### src/rtl/fetch_unit_pkg.sv
// Shared types and default widths for the instruction fetch unit.
package fetch_unit_pkg;

  localparam int DEFAULT_INSTR_W = 48;
  localparam int DEFAULT_ADDR_W  = 32;

  typedef enum logic [1:0] {
    IDLE  = 2'd0,
    FETCH = 2'd1,
    FLUSH = 2'd2
  } fetch_state_t;

endpackage

### src/rtl/fetch_fifo.sv
// Small synchronous FIFO with flush; push is accepted when full if a pop happens on the same edge.
module fetch_fifo #(
  parameter int WIDTH = 8,
  parameter int DEPTH = 2,
  localparam int CNT_W = $clog2(DEPTH + 1)
) (
  input  logic             clk,
  input  logic             rst_n,
  input  logic             flush,
  input  logic             push,
  input  logic [WIDTH-1:0] din,
  input  logic             pop,
  output logic [WIDTH-1:0] head,
  output logic [CNT_W-1:0] count
);

  localparam int PTR_W = (DEPTH > 1) ? $clog2(DEPTH) : 1;

  logic [WIDTH-1:0] mem [DEPTH];
  logic [PTR_W-1:0] rd_ptr;
  logic [PTR_W-1:0] wr_ptr;
  logic             push_ok;
  logic             pop_ok;

  function automatic logic [PTR_W-1:0] next_ptr(input logic [PTR_W-1:0] p);
    return (p == PTR_W'(DEPTH - 1)) ? '0 : p + PTR_W'(1);
  endfunction

  assign pop_ok  = pop && (count != '0);
  assign push_ok = push && ((count != CNT_W'(DEPTH)) || pop_ok);
  assign head    = mem[rd_ptr];

  always_ff @(posedge clk or negedge rst_n) begin
    if (!rst_n) begin
      rd_ptr <= '0;
      wr_ptr <= '0;
      count  <= '0;
    end else if (flush) begin
      rd_ptr <= '0;
      wr_ptr <= '0;
      count  <= '0;
    end else begin
      if (push_ok) wr_ptr <= next_ptr(wr_ptr);
      if (pop_ok)  rd_ptr <= next_ptr(rd_ptr);
      count <= count + CNT_W'(push_ok) - CNT_W'(pop_ok);
    end
  end

  always_ff @(posedge clk) begin
    if (push_ok && !flush) mem[wr_ptr] <= din;
  end

endmodule

### src/rtl/fetch_unit.sv
// Instruction fetch: issues in-order memory requests, pairs responses with their PCs,
// buffers them for the F/D register, and discards in-flight responses after a redirect.
module fetch_unit
  import fetch_unit_pkg::*;
#(
  parameter int                INSTR_W  = DEFAULT_INSTR_W,
  parameter int                ADDR_W   = DEFAULT_ADDR_W,
  parameter int                DEPTH    = 2,
  parameter logic [ADDR_W-1:0] RESET_PC = '0
) (
  input  logic               CLK,
  input  logic               RST_N,
  input  logic               StallF,
  input  logic               BranchE,
  input  logic [ADDR_W-1:0]  PCTargetE,
  output logic               imem_req_valid,
  output logic [ADDR_W-1:0]  imem_req_addr,
  input  logic               imem_req_ready,
  input  logic               imem_resp_valid,
  input  logic [INSTR_W-1:0] imem_resp_data,
  output logic [INSTR_W-1:0] InstrF,
  output logic [ADDR_W-1:0]  PCF,
  output logic               ValidF
);

  localparam int CNT_W   = $clog2(DEPTH + 1);
  localparam int ENTRY_W = ADDR_W + INSTR_W;

  fetch_state_t       state, state_next;
  logic [ADDR_W-1:0]  pc, pc_next;
  logic [CNT_W-1:0]   outstanding, outstanding_next;
  logic [CNT_W-1:0]   drop_cnt, drop_cnt_next;
  logic [CNT_W-1:0]   buf_count;
  logic [CNT_W-1:0]   tag_count;
  logic [ADDR_W-1:0]  tag_head;
  logic [ENTRY_W-1:0] buf_head;
  logic [CNT_W:0]     credit;
  logic               req_fire;
  logic               resp_fire;
  logic               resp_keep;
  logic               pop_now;

  assign ValidF  = (buf_count != '0);
  assign PCF     = ValidF ? buf_head[ENTRY_W-1 -: ADDR_W] : '0;
  assign InstrF  = ValidF ? buf_head[INSTR_W-1:0] : '0;
  assign pop_now = ValidF && !StallF && !BranchE;

  // The slot freed by this edge's pop counts as free, so one instruction per cycle is sustained at DEPTH=2.
  assign credit         = {1'b0, tag_count} + {1'b0, buf_count} - (CNT_W + 1)'(pop_now);
  assign imem_req_valid = (state == FETCH) && (credit < (CNT_W + 1)'(DEPTH));
  assign imem_req_addr  = pc;
  assign req_fire       = imem_req_valid && imem_req_ready;
  assign resp_fire      = imem_resp_valid && (outstanding != '0);
  assign resp_keep      = resp_fire && (state == FETCH) && !BranchE && (tag_count != '0);

  fetch_fifo #(.WIDTH(ADDR_W), .DEPTH(DEPTH)) u_tag_q (
    .clk   (CLK),
    .rst_n (RST_N),
    .flush (BranchE),
    .push  (req_fire),
    .din   (pc),
    .pop   (resp_keep),
    .head  (tag_head),
    .count (tag_count)
  );

  fetch_fifo #(.WIDTH(ENTRY_W), .DEPTH(DEPTH)) u_instr_buf (
    .clk   (CLK),
    .rst_n (RST_N),
    .flush (BranchE),
    .push  (resp_keep),
    .din   ({tag_head, imem_resp_data}),
    .pop   (pop_now),
    .head  (buf_head),
    .count (buf_count)
  );

  always_ff @(posedge CLK or negedge RST_N) begin
    if (!RST_N) begin
      state       <= IDLE;
      pc          <= RESET_PC;
      outstanding <= '0;
      drop_cnt    <= '0;
    end else begin
      state       <= state_next;
      pc          <= pc_next;
      outstanding <= outstanding_next;
      drop_cnt    <= drop_cnt_next;
    end
  end

  always_comb begin
    state_next       = state;
    pc_next          = pc;
    drop_cnt_next    = drop_cnt;
    outstanding_next = outstanding + CNT_W'(req_fire) - CNT_W'(resp_fire);
    if (req_fire) pc_next = pc + ADDR_W'(1);

    case (state)
      IDLE:  state_next = FETCH;
      FETCH: state_next = FETCH;
      FLUSH: begin
        if (resp_fire) drop_cnt_next = drop_cnt - CNT_W'(1);
        if (drop_cnt_next == '0) state_next = FETCH;
      end
      default: state_next = IDLE;
    endcase

    // Everything still in flight after this edge belongs to the old path.
    if (BranchE) begin
      pc_next       = PCTargetE;
      drop_cnt_next = outstanding_next;
      state_next    = (outstanding_next != '0) ? FLUSH : FETCH;
    end
  end

endmodule

### config.mk
export PLATFORM = sky130hd
export DESIGN_NAME = fetch_unit
export DESIGN_NICKNAME = d
export VERILOG_FILES = /design/src/rtl/fetch_unit_pkg.sv /design/src/rtl/fetch_fifo.sv /design/src/rtl/fetch_unit.sv
export SDC_FILE = /design/constraint.sdc
export NUM_CORES = 1
export LEC_CHECK = 0
export CORE_ASPECT_RATIO = 1.2
export CORE_MARGIN = 2
export CORE_UTILIZATION = 57
export DETAILED_ROUTE_END_ITERATION = 10
export PLACE_DENSITY = 0.94
export SYNTH_ARGS = -nofsm -noshare
export SYNTH_HDL_FRONTEND = slang
export SYNTH_SLANG_ARGS = --single-unit
### constraint.sdc
create_clock -name CLK -period 16.89 [get_ports CLK]
set_input_delay 3.378 -clock CLK [delete_from_list [all_inputs] [get_ports CLK]]
set_output_delay 3.378 -clock CLK [all_outputs]
set_load 0.05 [all_outputs]
==> key figures <==
STA
  • RSZ-0062 raised after global routing: no
  • Clock skew: 0.0152 ns
  • Worst slew pin tran: 1.14 ns
  • Fin. max-slew vios: 0
  • Final worst path period share: 57.9%
  • Final hold vios: 0
  • Hold Slack: between 0.5 and 0.6 ns
  • Fin crit period: between 9 and 10 ns
  • Final setup TNS: 0 ns
  • Final Setup Violations: 0
  • Max-slew headroom: 24.2%
  • Max Clk Rate: between 100 and 150 MHz

Route
  • Via total after detailed routing: 6761
  • Wirelength per Cell: about 20 um
  • TritonRoute pass-1 iters: 6
  • DR vias/cell: between 5 and 6
  • Starting DRT DRC Count: roughly 460
  • DRT Wirelength: 24100 um
  • Final ANT Viol Nets: 0
  • Remaining DRCs: 0

Worst setup path
  • Nature of the critical path startpoint: primary input
  • Setup CP Type: in -> out
  • R2r setup slk: 13.04 ns
  • CP max FO: 82
  • CP arrival: about 6.4 ns
  • Worst Setup End Kind: output port
  • CP Data Required Time: 13.51 ns

Global routing
  • Total GRT Usage: 23.4%
  • Global route overflow: 0
  • First-pass GRT wire length: between 30000 and 40000 um
  • Initial antenna violation count: 0
  • Vias in the first global route: between 6k and 7k
  • Largest net degree at the start of global routing: 85

Logic synthesis
  • Post-synth top area cell: edfxtp_1
  • Post-synth EDFFs: 224
  • FF+latch count, synth: 270
  • Synth cell types: 46
  • Synth top area share: between 60% and 70%
  • Sequential area share after synthesis: 71.1%
  • Mapped Avg Cell Area: 15.0 um2
  • Syn Nets: 833
  • Ranking of synthesized cells by area: edfxtp_1, dfrtp_1, mux2i_1
  • Warnings, synthesis: 0
  • Cell count after synthesis: 737
  • Ys async rst share: 17.0%
  • Synth Cell Area: 11100 um2
  • Synth Flop Type: edfxtp_1

Cells and area
  • Commonest cells after routing, fill and taps aside: edfxtp_1, clkdlybuf4s50_1, nor2_1, mux2i_1, dfrtp_1
  • Final instance area: around 14000 um2
  • Commonest non-fill, non-tap cell in the layout: edfxtp_1
  • N_diodes: 0
  • Area grow syn2layout: 28.9%
  • Share of layout cells above drive strength 1: between 10 and 15%
  • Nets: 1030

Floorplanning
  • Row Count: 55
  • Die H: 157 um
  • Core Region: 18900 um2
  • Initial Util: slightly below 60%
  • Ports: 200
  • Die X: 131 um
  • Die ar.: between 20000 and 25000 um2

Placement
  • Final Wtd Congestion: between 0.7 and 0.8
  • Port bufs: 199
  • Hpwl dp: 15100 um
  • Post-Place Cell Area: around 13000 um2

Clocking
  • Inserted Clock Buffers: 26
  • Clk_lat worst skew: roughly 0.52 ns
  • Clock root buffer master: clkbuf_16
  • CTS sink cnt: 270
  • H-tree Lvls: 1
  • # resized after CTS: 0
  • Cts hold-fix bufs: 0
  • Post-CTS setup buffers: 0
  • Clock slew at reported path FFs: 0.06 ns
  • Max clock buf depth: 3
  • CTS tree: yes

Status
  • Status: complete, no violations

Run
  • Max Cap Viol: 0

Hold path
  • Worst Hold Class: reg -> reg

Power and ir drop
  • Pleak: roughly 4.8 nW
  • PwrDens: 123 nW/um2
  • Peak VDD IR: a little under 0.0001 V
final cells by class:
type	instances	area, um2
clock buffers	31	711
multi-input cells	409	2990
well taps	256	320
repair buffers	207	2040
inverters	20	75.1
clock inverters	16	259
fillers	1074	4650
flip-flops and latches	270	7880
synth_stat cells, drive strengths merged (2+ instances only):
cell,count
buf,19
nor2b,2
nor2,94
and4,6
clkbuf,19
nor3,16
nand3,11
and2,3
nand2b,4
nor3b,3
inv,20
mux2i,82
xnor2,34
nand4,9
mux2,35
a21oi,2
nor4,9
xor2,8
ha,9
o21ai,33
o31ai,2
edfxtp,224
dfrtp,46
nand2,39
sequential cells by signal, summed over array words and instances (netlist names):
register	count
drop_cnt	2
imem_req_addr	32
outstanding	2
state	2
u_instr_buf.count	2
u_instr_buf.mem	160
u_instr_buf.rd_ptr	1
u_instr_buf.wr_ptr	1
u_tag_q.count	2
u_tag_q.mem	64
u_tag_q.rd_ptr	1
u_tag_q.wr_ptr	1
routing by layer:
metal  global-route usage [%]  wire (um)  vias up
li1                         -          -     3070
met1                     27.4       8930     3326
met2                     42.9      12400      309
met3                     4.89       1990       56
met4                     8.23        774        0
met5                        0          0        -
logic make-up after synthesis:
group / after synthesis / synth area share (%)
buffers and inverters: 58 / 2.18
multiplexers: 117 / 11.0
flip-flops: 270 / 71.1
adder cells (fa/ha/maj): 10 / 1.20
AND/OR/NAND/NOR: 199 / 8.84
XOR/XNOR: 42 / 3.39
AO/OA/AOI/OAI: 41 / 2.30
final timing paths:
| kind | from | to | cells past startpoint |
|---|---|---|---|
| max | BranchE | imem_req_valid | 9 |
| min | outstanding[1]$_DFF_PN0_ | outstanding[1]$_DFF_PN0_ | 1 |
| max reg2reg | u_instr_buf.count[1]$_DFF_PN0_ | state[0]$_DFFE_PN0P_ | 15 |
| min reg2reg | outstanding[1]$_DFF_PN0_ | outstanding[1]$_DFF_PN0_ | 1 |
| max in group asynchronous | RST_N | u_instr_buf.rd_ptr$_DFFE_PN0P_ | 1 |
| min in group asynchronous | RST_N | imem_req_addr[14]$_DFFE_PN0P_ | 1 |
per-stage QoR:
stage          instances  util (%)  worst slack (ns)  power [W]
2_1_floorplan        737         -              7.55    0.00101
3_3_place_gp        1162      70.3              7.15    0.00111
3_5_place_dp        1162      70.3              7.11    0.00112
4_1_cts             1209      75.5              7.11    0.00176
5_1_grt             1209      75.5              6.93    0.00181
6_report            1209      75.5              7.12    0.00175
critical path, stage by stage:
cell and delay (ns):
buf_2 0.08, buf_4 0.61, nor3_1 0.11, ha_1 0.29
nand2b_1 0.15, fa_1 0.41, xor2_2 0.29, and4_1 0.22
clkdlybuf4s50_1 0.82
power breakdown:
part           internal [W]  switching (W)
Clock              0.000406       0.000235
Combinational      0.000116       0.000189
Sequential         0.000772      0.0000349
Total               0.00129       0.000460
No activity file was read; power rests on OpenSTA's default activity.
